File: src/rtl/pipe_pkg.sv
`default_nettype none
// ============================================================================
//  Module   : pipe_pkg
//  Purpose  : Shared bundle widths, field offsets and occupancy encoding for
//             the pipeline stage registers.
//  Revision : 1.0 - initial release
// ============================================================================
package pipe_pkg;

    // IF/ID: IR + PC
    localparam int IFID_CTRL_W  = 2;
    localparam int IFID_DATA_W  = 64;

    // ID/EX: IR, PC, A, B, sign-extended immediate, destination register
    localparam int IDEX_CTRL_W  = 12;
    localparam int IDEX_DATA_W  = 165;

    // EX/MEM: ALU result, store data, PC, destination register
    localparam int EXMEM_CTRL_W = 5;
    localparam int EXMEM_DATA_W = 101;

    // MEM/WB: load data, ALU result, destination register
    localparam int MEMWB_CTRL_W = 2;
    localparam int MEMWB_DATA_W = 69;

    // ID/EX control bundle field offsets
    localparam int IDEX_REGWRITE_BIT = 0;
    localparam int IDEX_MEMREAD_BIT  = 1;
    localparam int IDEX_MEMWRITE_BIT = 2;
    localparam int IDEX_MEMTOREG_BIT = 3;
    localparam int IDEX_BRANCH_BIT   = 4;
    localparam int IDEX_ALUSRC_BIT   = 5;
    localparam int IDEX_REGDST_BIT   = 6;
    localparam int IDEX_JUMP_BIT     = 7;
    localparam int IDEX_ALUCTRL_LSB  = 8;
    localparam int IDEX_ALUCTRL_W    = 4;

    // ID/EX data bundle field offsets
    localparam int IDEX_DEST_LSB = 0;
    localparam int IDEX_SEXT_LSB = 5;
    localparam int IDEX_B_LSB    = 37;
    localparam int IDEX_A_LSB    = 69;
    localparam int IDEX_PC_LSB   = 101;
    localparam int IDEX_IR_LSB   = 133;

    localparam int OCC_W = 2;

    typedef enum logic [OCC_W-1:0] {
        OCC_EMPTY = 2'd0,
        OCC_ONE   = 2'd1,
        OCC_TWO   = 2'd2
    } occ_state_e;

endpackage : pipe_pkg
`default_nettype wire

File: src/rtl/pipe_skid_slot.sv
`default_nettype none
// ============================================================================
//  Module   : pipe_skid_slot
//  Purpose  : One enable-loaded control+data register with a valid bit.
//             Clear drops the entry and zeroes control; data is held.
//  Revision : 1.0 - initial release
// ============================================================================
module pipe_skid_slot
    import pipe_pkg::*;
#(
    parameter int CTRL_W = IDEX_CTRL_W,
    parameter int DATA_W = IDEX_DATA_W
) (
    input  logic              clock,
    input  logic              reset,
    input  logic              i_clr,
    input  logic              i_load,
    input  logic [CTRL_W-1:0] i_ctrl,
    input  logic [DATA_W-1:0] i_data,
    output logic              o_valid,
    output logic [CTRL_W-1:0] o_ctrl,
    output logic [DATA_W-1:0] o_data
);

    logic              r_valid_q;
    logic              w_valid_d;
    logic [CTRL_W-1:0] r_ctrl_q;
    logic [CTRL_W-1:0] w_ctrl_d;
    logic [DATA_W-1:0] r_data_q;
    logic [DATA_W-1:0] w_data_d;

    always_comb begin
        w_valid_d = r_valid_q;
        w_ctrl_d  = r_ctrl_q;
        w_data_d  = r_data_q;
        if (i_clr) begin
            w_valid_d = 1'b0;
            w_ctrl_d  = '0;
        end else if (i_load) begin
            w_valid_d = 1'b1;
            w_ctrl_d  = i_ctrl;
            w_data_d  = i_data;
        end
    end

    always_ff @(posedge clock) begin
        if (reset) begin
            r_valid_q <= 1'b0;
            r_ctrl_q  <= '0;
            r_data_q  <= '0;
        end else begin
            r_valid_q <= w_valid_d;
            r_ctrl_q  <= w_ctrl_d;
            r_data_q  <= w_data_d;
        end
    end

    assign o_valid = r_valid_q;
    assign o_ctrl  = r_ctrl_q;
    assign o_data  = r_data_q;

endmodule : pipe_skid_slot
`default_nettype wire

File: src/rtl/pipe_stage_reg.sv
`default_nettype none
// ============================================================================
//  Module   : pipe_stage_reg
//  Purpose  : Valid/ready pipeline stage register with flush and an optional
//             2-entry skid buffer giving full throughput with registered ready.
//  Revision : 1.0 - initial release
// ============================================================================
module pipe_stage_reg
    import pipe_pkg::*;
#(
    parameter int CTRL_W = IDEX_CTRL_W,
    parameter int DATA_W = IDEX_DATA_W,
    parameter bit SKID   = 1'b1
) (
    input  logic              clock,
    input  logic              reset,
    input  logic              in_valid,
    output logic              in_ready,
    input  logic [CTRL_W-1:0] in_ctrl,
    input  logic [DATA_W-1:0] in_data,
    output logic              out_valid,
    input  logic              out_ready,
    output logic [CTRL_W-1:0] out_ctrl,
    output logic [DATA_W-1:0] out_data,
    input  logic              flush,
    output logic [OCC_W-1:0]  occupancy
);

    logic              w_main_load;
    logic              w_main_clr;
    logic              w_main_valid;
    logic [CTRL_W-1:0] w_main_ctrl_src;
    logic [DATA_W-1:0] w_main_data_src;
    logic [CTRL_W-1:0] w_main_ctrl;
    logic [DATA_W-1:0] w_main_data;

    // The main slot is always the head entry presented downstream.
    pipe_skid_slot #(
        .CTRL_W (CTRL_W),
        .DATA_W (DATA_W)
    ) u_main (
        .clock   (clock),
        .reset   (reset),
        .i_clr   (w_main_clr),
        .i_load  (w_main_load),
        .i_ctrl  (w_main_ctrl_src),
        .i_data  (w_main_data_src),
        .o_valid (w_main_valid),
        .o_ctrl  (w_main_ctrl),
        .o_data  (w_main_data)
    );

    assign out_valid = w_main_valid;
    assign out_ctrl  = w_main_ctrl;
    assign out_data  = w_main_data;

    if (SKID) begin : g_skid
        occ_state_e        r_state_q;
        occ_state_e        w_state_d;
        logic              r_in_ready_q;
        logic              w_in_ready_d;
        logic              w_in_fire;
        logic              w_out_fire;
        logic              w_skid_load;
        logic              w_skid_clr;
        logic              w_skid_valid;
        logic [CTRL_W-1:0] w_skid_ctrl;
        logic [DATA_W-1:0] w_skid_data;

        assign w_in_fire  = in_valid & r_in_ready_q;
        assign w_out_fire = w_main_valid & out_ready;

        always_comb begin
            w_state_d   = r_state_q;
            w_main_load = 1'b0;
            w_main_clr  = 1'b0;
            w_skid_load = 1'b0;
            w_skid_clr  = 1'b0;
            if (flush) begin
                w_state_d  = OCC_EMPTY;
                w_main_clr = 1'b1;
                w_skid_clr = 1'b1;
            end else begin
                case (r_state_q)
                    OCC_EMPTY: begin
                        if (w_in_fire) begin
                            w_state_d   = OCC_ONE;
                            w_main_load = 1'b1;
                        end
                    end
                    OCC_ONE: begin
                        if (w_in_fire && w_out_fire) begin
                            w_main_load = 1'b1;
                        end else if (w_in_fire) begin
                            w_state_d   = OCC_TWO;
                            w_skid_load = 1'b1;
                        end else if (w_out_fire) begin
                            w_state_d  = OCC_EMPTY;
                            w_main_clr = 1'b1;
                        end
                    end
                    OCC_TWO: begin
                        if (w_out_fire) begin
                            w_state_d   = OCC_ONE;
                            w_main_load = 1'b1;
                            w_skid_clr  = 1'b1;
                        end
                    end
                    default: begin
                        w_state_d  = OCC_EMPTY;
                        w_main_clr = 1'b1;
                        w_skid_clr = 1'b1;
                    end
                endcase
            end
            w_in_ready_d = (w_state_d != OCC_TWO);
        end

        always_ff @(posedge clock) begin
            if (reset) begin
                r_state_q    <= OCC_EMPTY;
                r_in_ready_q <= 1'b1;
            end else begin
                r_state_q    <= w_state_d;
                r_in_ready_q <= w_in_ready_d;
            end
        end

        // Skid refills main when draining from TWO, otherwise main loads from input.
        assign w_main_ctrl_src = w_skid_valid ? w_skid_ctrl : in_ctrl;
        assign w_main_data_src = w_skid_valid ? w_skid_data : in_data;

        pipe_skid_slot #(
            .CTRL_W (CTRL_W),
            .DATA_W (DATA_W)
        ) u_skid (
            .clock   (clock),
            .reset   (reset),
            .i_clr   (w_skid_clr),
            .i_load  (w_skid_load),
            .i_ctrl  (in_ctrl),
            .i_data  (in_data),
            .o_valid (w_skid_valid),
            .o_ctrl  (w_skid_ctrl),
            .o_data  (w_skid_data)
        );

        assign in_ready  = r_in_ready_q;
        assign occupancy = r_state_q;
    end else begin : g_single
        logic w_in_ready;
        logic w_in_fire;
        logic w_out_fire;

        assign w_in_ready      = ~w_main_valid | out_ready;
        assign w_in_fire       = in_valid & w_in_ready;
        assign w_out_fire      = w_main_valid & out_ready;
        assign w_main_load     = ~flush & w_in_fire;
        assign w_main_clr      = flush | (w_out_fire & ~w_in_fire);
        assign w_main_ctrl_src = in_ctrl;
        assign w_main_data_src = in_data;
        assign in_ready        = w_in_ready;
        assign occupancy       = {1'b0, w_main_valid};
    end

endmodule : pipe_stage_reg
`default_nettype wire

File: config.mk
export PLATFORM = sky130hd
export DESIGN_NAME = pipe_stage_reg
export DESIGN_NICKNAME = d
export VERILOG_FILES = /design/src/rtl/pipe_pkg.sv /design/src/rtl/pipe_skid_slot.sv /design/src/rtl/pipe_stage_reg.sv
export SDC_FILE = /design/constraint.sdc
export NUM_CORES = 1
export LEC_CHECK = 0
export BUFFER_PORTS_ARGS = -buffer_cell sky130_fd_sc_hd__buf_4
export CORE_MARGIN = 3
export CORE_UTILIZATION = 35
export CTS_CLUSTER_DIAMETER = 150
export DETAILED_ROUTE_END_ITERATION = 10
export PLACE_DENSITY_LB_ADDON = 0.1
export SYNTH_ARGS = -nofsm -noshare
export SYNTH_HDL_FRONTEND = slang
export SYNTH_SLANG_ARGS = --single-unit
File: constraint.sdc
create_clock -name clock -period 1.6 [get_ports clock]
set_input_delay 0.32 -clock clock [delete_from_list [all_inputs] [get_ports clock]]
set_output_delay 0.32 -clock clock [all_outputs]
set_load 0.005 [all_outputs]
==> results_dict.tcl <==
set metrics [dict create \
    crit_type "reg2reg" \
    tightest_slew_ns 0.658 \
    grt_pass1_wl_um 65100 \
    rr_startpoint "occupancy[1]" \
    slew_viol_final 0 \
    clkTransAtPathRegs_ns 0.06 \
    syn2layout_area_growth_pct 55.2 \
    syn-num-nets 1771 \
    netlist_area_um2 14100 \
    max_freq_mhz 540 \
    root_buffer "clkbuf_16" \
    dp_slack_ns -0.229 \
    postSynthAreaPerCell_um2 8.85 \
    path_delay_family "simple AND/OR/NAND/NOR gates" \
    vias 12800 \
    overflow 0 \
    synth_edf_count 0 \
    status "finished, violations left" \
    hold_violations 0 \
    clock_sinks 359 \
    worst-path-buf-inv 3 \
    violations "negative setup slack" \
    worstReg2RegEnd "g_skid.u_skid.o_data[59]" \
    fin_crit_sh_pct 116 \
    crit_path_end "g_skid.u_skid.o_data[59]" \
    ant_nets 0 \
    maxCapViolCount 0 \
    skew_ns 0.0141 \
    dp_hpwl_um 27400 \
    cp-start-kind "register" \
    grt_pass1_vias 12100 \
    ys_seq_elements 359 \
    routed_via_density 4.90 \
    start_util_pct 35.9 \
    hp-class "in2reg" \
    async_reset_ff_share_pct 0 \
    syn_inst 1589 \
    ff2ff_path_depth 7 \
    final.fill_count 3590 \
    crit_path_max_incr_delay_ns 0.51 \
    power_density_nw_per_um2 1000 \
    io_pins 363 \
    max-vdd-ir-drop_mv 0.686 \
    drt_iter0_drc 564 \
    cp-startpoint "occupancy[1]" \
    cts_buffers 41 \
    die_y_um 206 \
    routedWlPerCell_um 18.0 \
    drc_errors 0 \
    cp_max_fo 7 \
    maxSlewHeadroom_pct 56.1 \
    htreeDepth 2 \
    fin_crit_ns 1.85 \
    core-area_um2 39200 \
    finalWirelength_um 47200 \
    hold_depth 3 \
    cts_tree "done" \
    setup_ws_ns -0.251 \
    clockBufferDepth 3 \
    drive_above_1_share_pct 32.9 \
    end_kind "register" \
    synth-warning-count 0 \
    grt_max_degree 125 \
    fp.dieW_um 206 \
    rsz0062_at_grt "yes" \
    ys_seq_area_share_pct 51.1 \
    crit_chain "nand3b_1, or4_4, buf_12, buf_6, clkbuf_16, nand2_2, a21oi_1" \
    crit_arrival_ns 2.26 \
    die-area_um2 42600 \
    finalSetupViolations 354 \
    r2r_setup_slack_ns -0.25 \
    worstPathRequired_ns 2.01 \
    num_rows 72 \
    post-route-util_pct 55.7 \
    gr-usage-all-layers_pct 19.1 \
    clkLatencyLatePin_ns 0.55 \
    final_common_cell "buf_4" \
    final_cell_mix "buf_4 (391), dfxtp_1 (355), nand2_1 (306)" \
    drt-pass1-iter-count 5 \
    synthDistinctLibCells 25 \
    slowest_stage "or4_4" \
    cp.depth 7 \
    io_buffers 362 \
    fin_nets 2248 \
    place.gp.congestion 0.780 \
    leakage_uw 0.00821 \
    synth_flop_cell "dfxtp_1" \
    antenna_found_initial 3 \
]
-- power by group --
| part | leakage, uW | internal (uW) | switching (uW) |
|---|---|---|---|
| clock | 0.000691 | 5780 | 3770 |
| sequential | 0.00293 | 9320 | 236 |
| combinational | 0.00459 | 1510 | 1270 |
-- sequential cells by signal, summed over array words and instances (netlist names) --
| register | flops |
|---|---|
| in_ready | 1 |
| u_main.o_valid | 1 |
| g_skid.u_skid.o_valid | 1 |
| g_skid.u_skid.o_data | 165 |
| g_skid.u_skid.o_ctrl | 12 |
| u_main.o_ctrl | 12 |
| u_main.o_data | 165 |
| occupancy | 2 |
-- kinds of logic (layout without fill, tap and decap cells) --
family          after synthesis  after routing  synth area share, %
compound gates              364            364                 16.2
simple gates                549            549                 15.0
other cells                   0              2                    0
flops                       359            359                 51.1
buf+inv                     140            650                 5.13
mux                         177            177                 12.6
-- synth_stat cells (2+ instances only) --
cell	n	area (um^2)
dfxtp_1	359	7190
nand2_1	357	1340
nor2_1	183	687
a21oi_1	181	906
a211oi_1	177	1330
mux2i_1	177	1770
clkbuf_1	61	229
buf_2	58	290
buf_6	15	169
buf_4	3	22.5
o21ai_0	3	15.0
buf_1	2	7.51
-- metal layers --
| layer | track usage, % | routed length [um] |
|---|---|---|
| met5 | 0 | 7 |
| met4 | 6.28 | 1070 |
| met3 | 4.50 | 2710 |
| met2 | 31.6 | 22500 |
| met1 | 24.5 | 20900 |
-- metrics by stage --
stage / cells / area [um^2] / total power, uW / hold WS, ns / TNS [ns]
floorplan: 1589 / 14100 / 10700 / 0.398 / -11.52
global placement: 2393 / 17600 / 11900 / 0.437 / -35.60
detailed placement: 2393 / 17600 / 12000 / 0.443 / -49.91
CTS: 2572 / 20300 / 21900 / 0.0000869 / -51.20
global route: 2619 / 21800 / 22800 / 0.00472 / -87.61
finish: 2619 / 21800 / 21900 / 0.0202 / -53.72
-- cell type report --
type                            count  area (um^2)  area share [%]
Antenna cell                        2         5.00          0.0229
Clock buffer                       65         1310            6.00
Clock inverter                     11         88.8           0.407
Inverter                            1         3.75          0.0172
Multi-Input combinational cell   1090         6800            31.1
Sequential cell                   359         7190            32.9
Tap cell                          518          648            2.97
Timing Repair Buffer              573         5790            26.5
-- worst register-to-register path, stage by stage, from the launching register on --
cell and delay (ns):
dfxtp_2 0.33, nand3b_1 0.25, or4_4 0.51, buf_12 0.19, buf_6 0.13, clkbuf_16 0.17, nand2_2 0.08, a21oi_1 0.06
-- how the worst min path moves through the flow --
stage	start	endpoint	slack, ns
2_1_floorplan	flush	occupancy[1]	0.40
3_3_place_gp	g_skid.u_skid.o_data[38]	g_skid.u_skid.o_data[38]	0.44
3_5_place_dp	g_skid.u_skid.o_data[68]	g_skid.u_skid.o_data[68]	0.44
4_1_cts	in_data[100]	g_skid.u_skid.o_data[100]	0.00009
5_1_grt	in_data[72]	g_skid.u_skid.o_data[72]	0.005
6_report	in_data[72]	g_skid.u_skid.o_data[72]	0.02
-- what timing repair did --
| action | in CTS | in global routing |
|---|---|---|
| setup buffers | 7 | 18 |
| hold buffers | 87 | 0 |
| pin swaps | 9 | 58 |
| endpoints found under the hold margin | 87 | 0 |
| setup endpoints to repair | 354 | 355 |
| gates cloned | 9 | 29 |
| resized for setup | 28 | 197 |
Note: power is estimated with default switching activity, not from simulation.
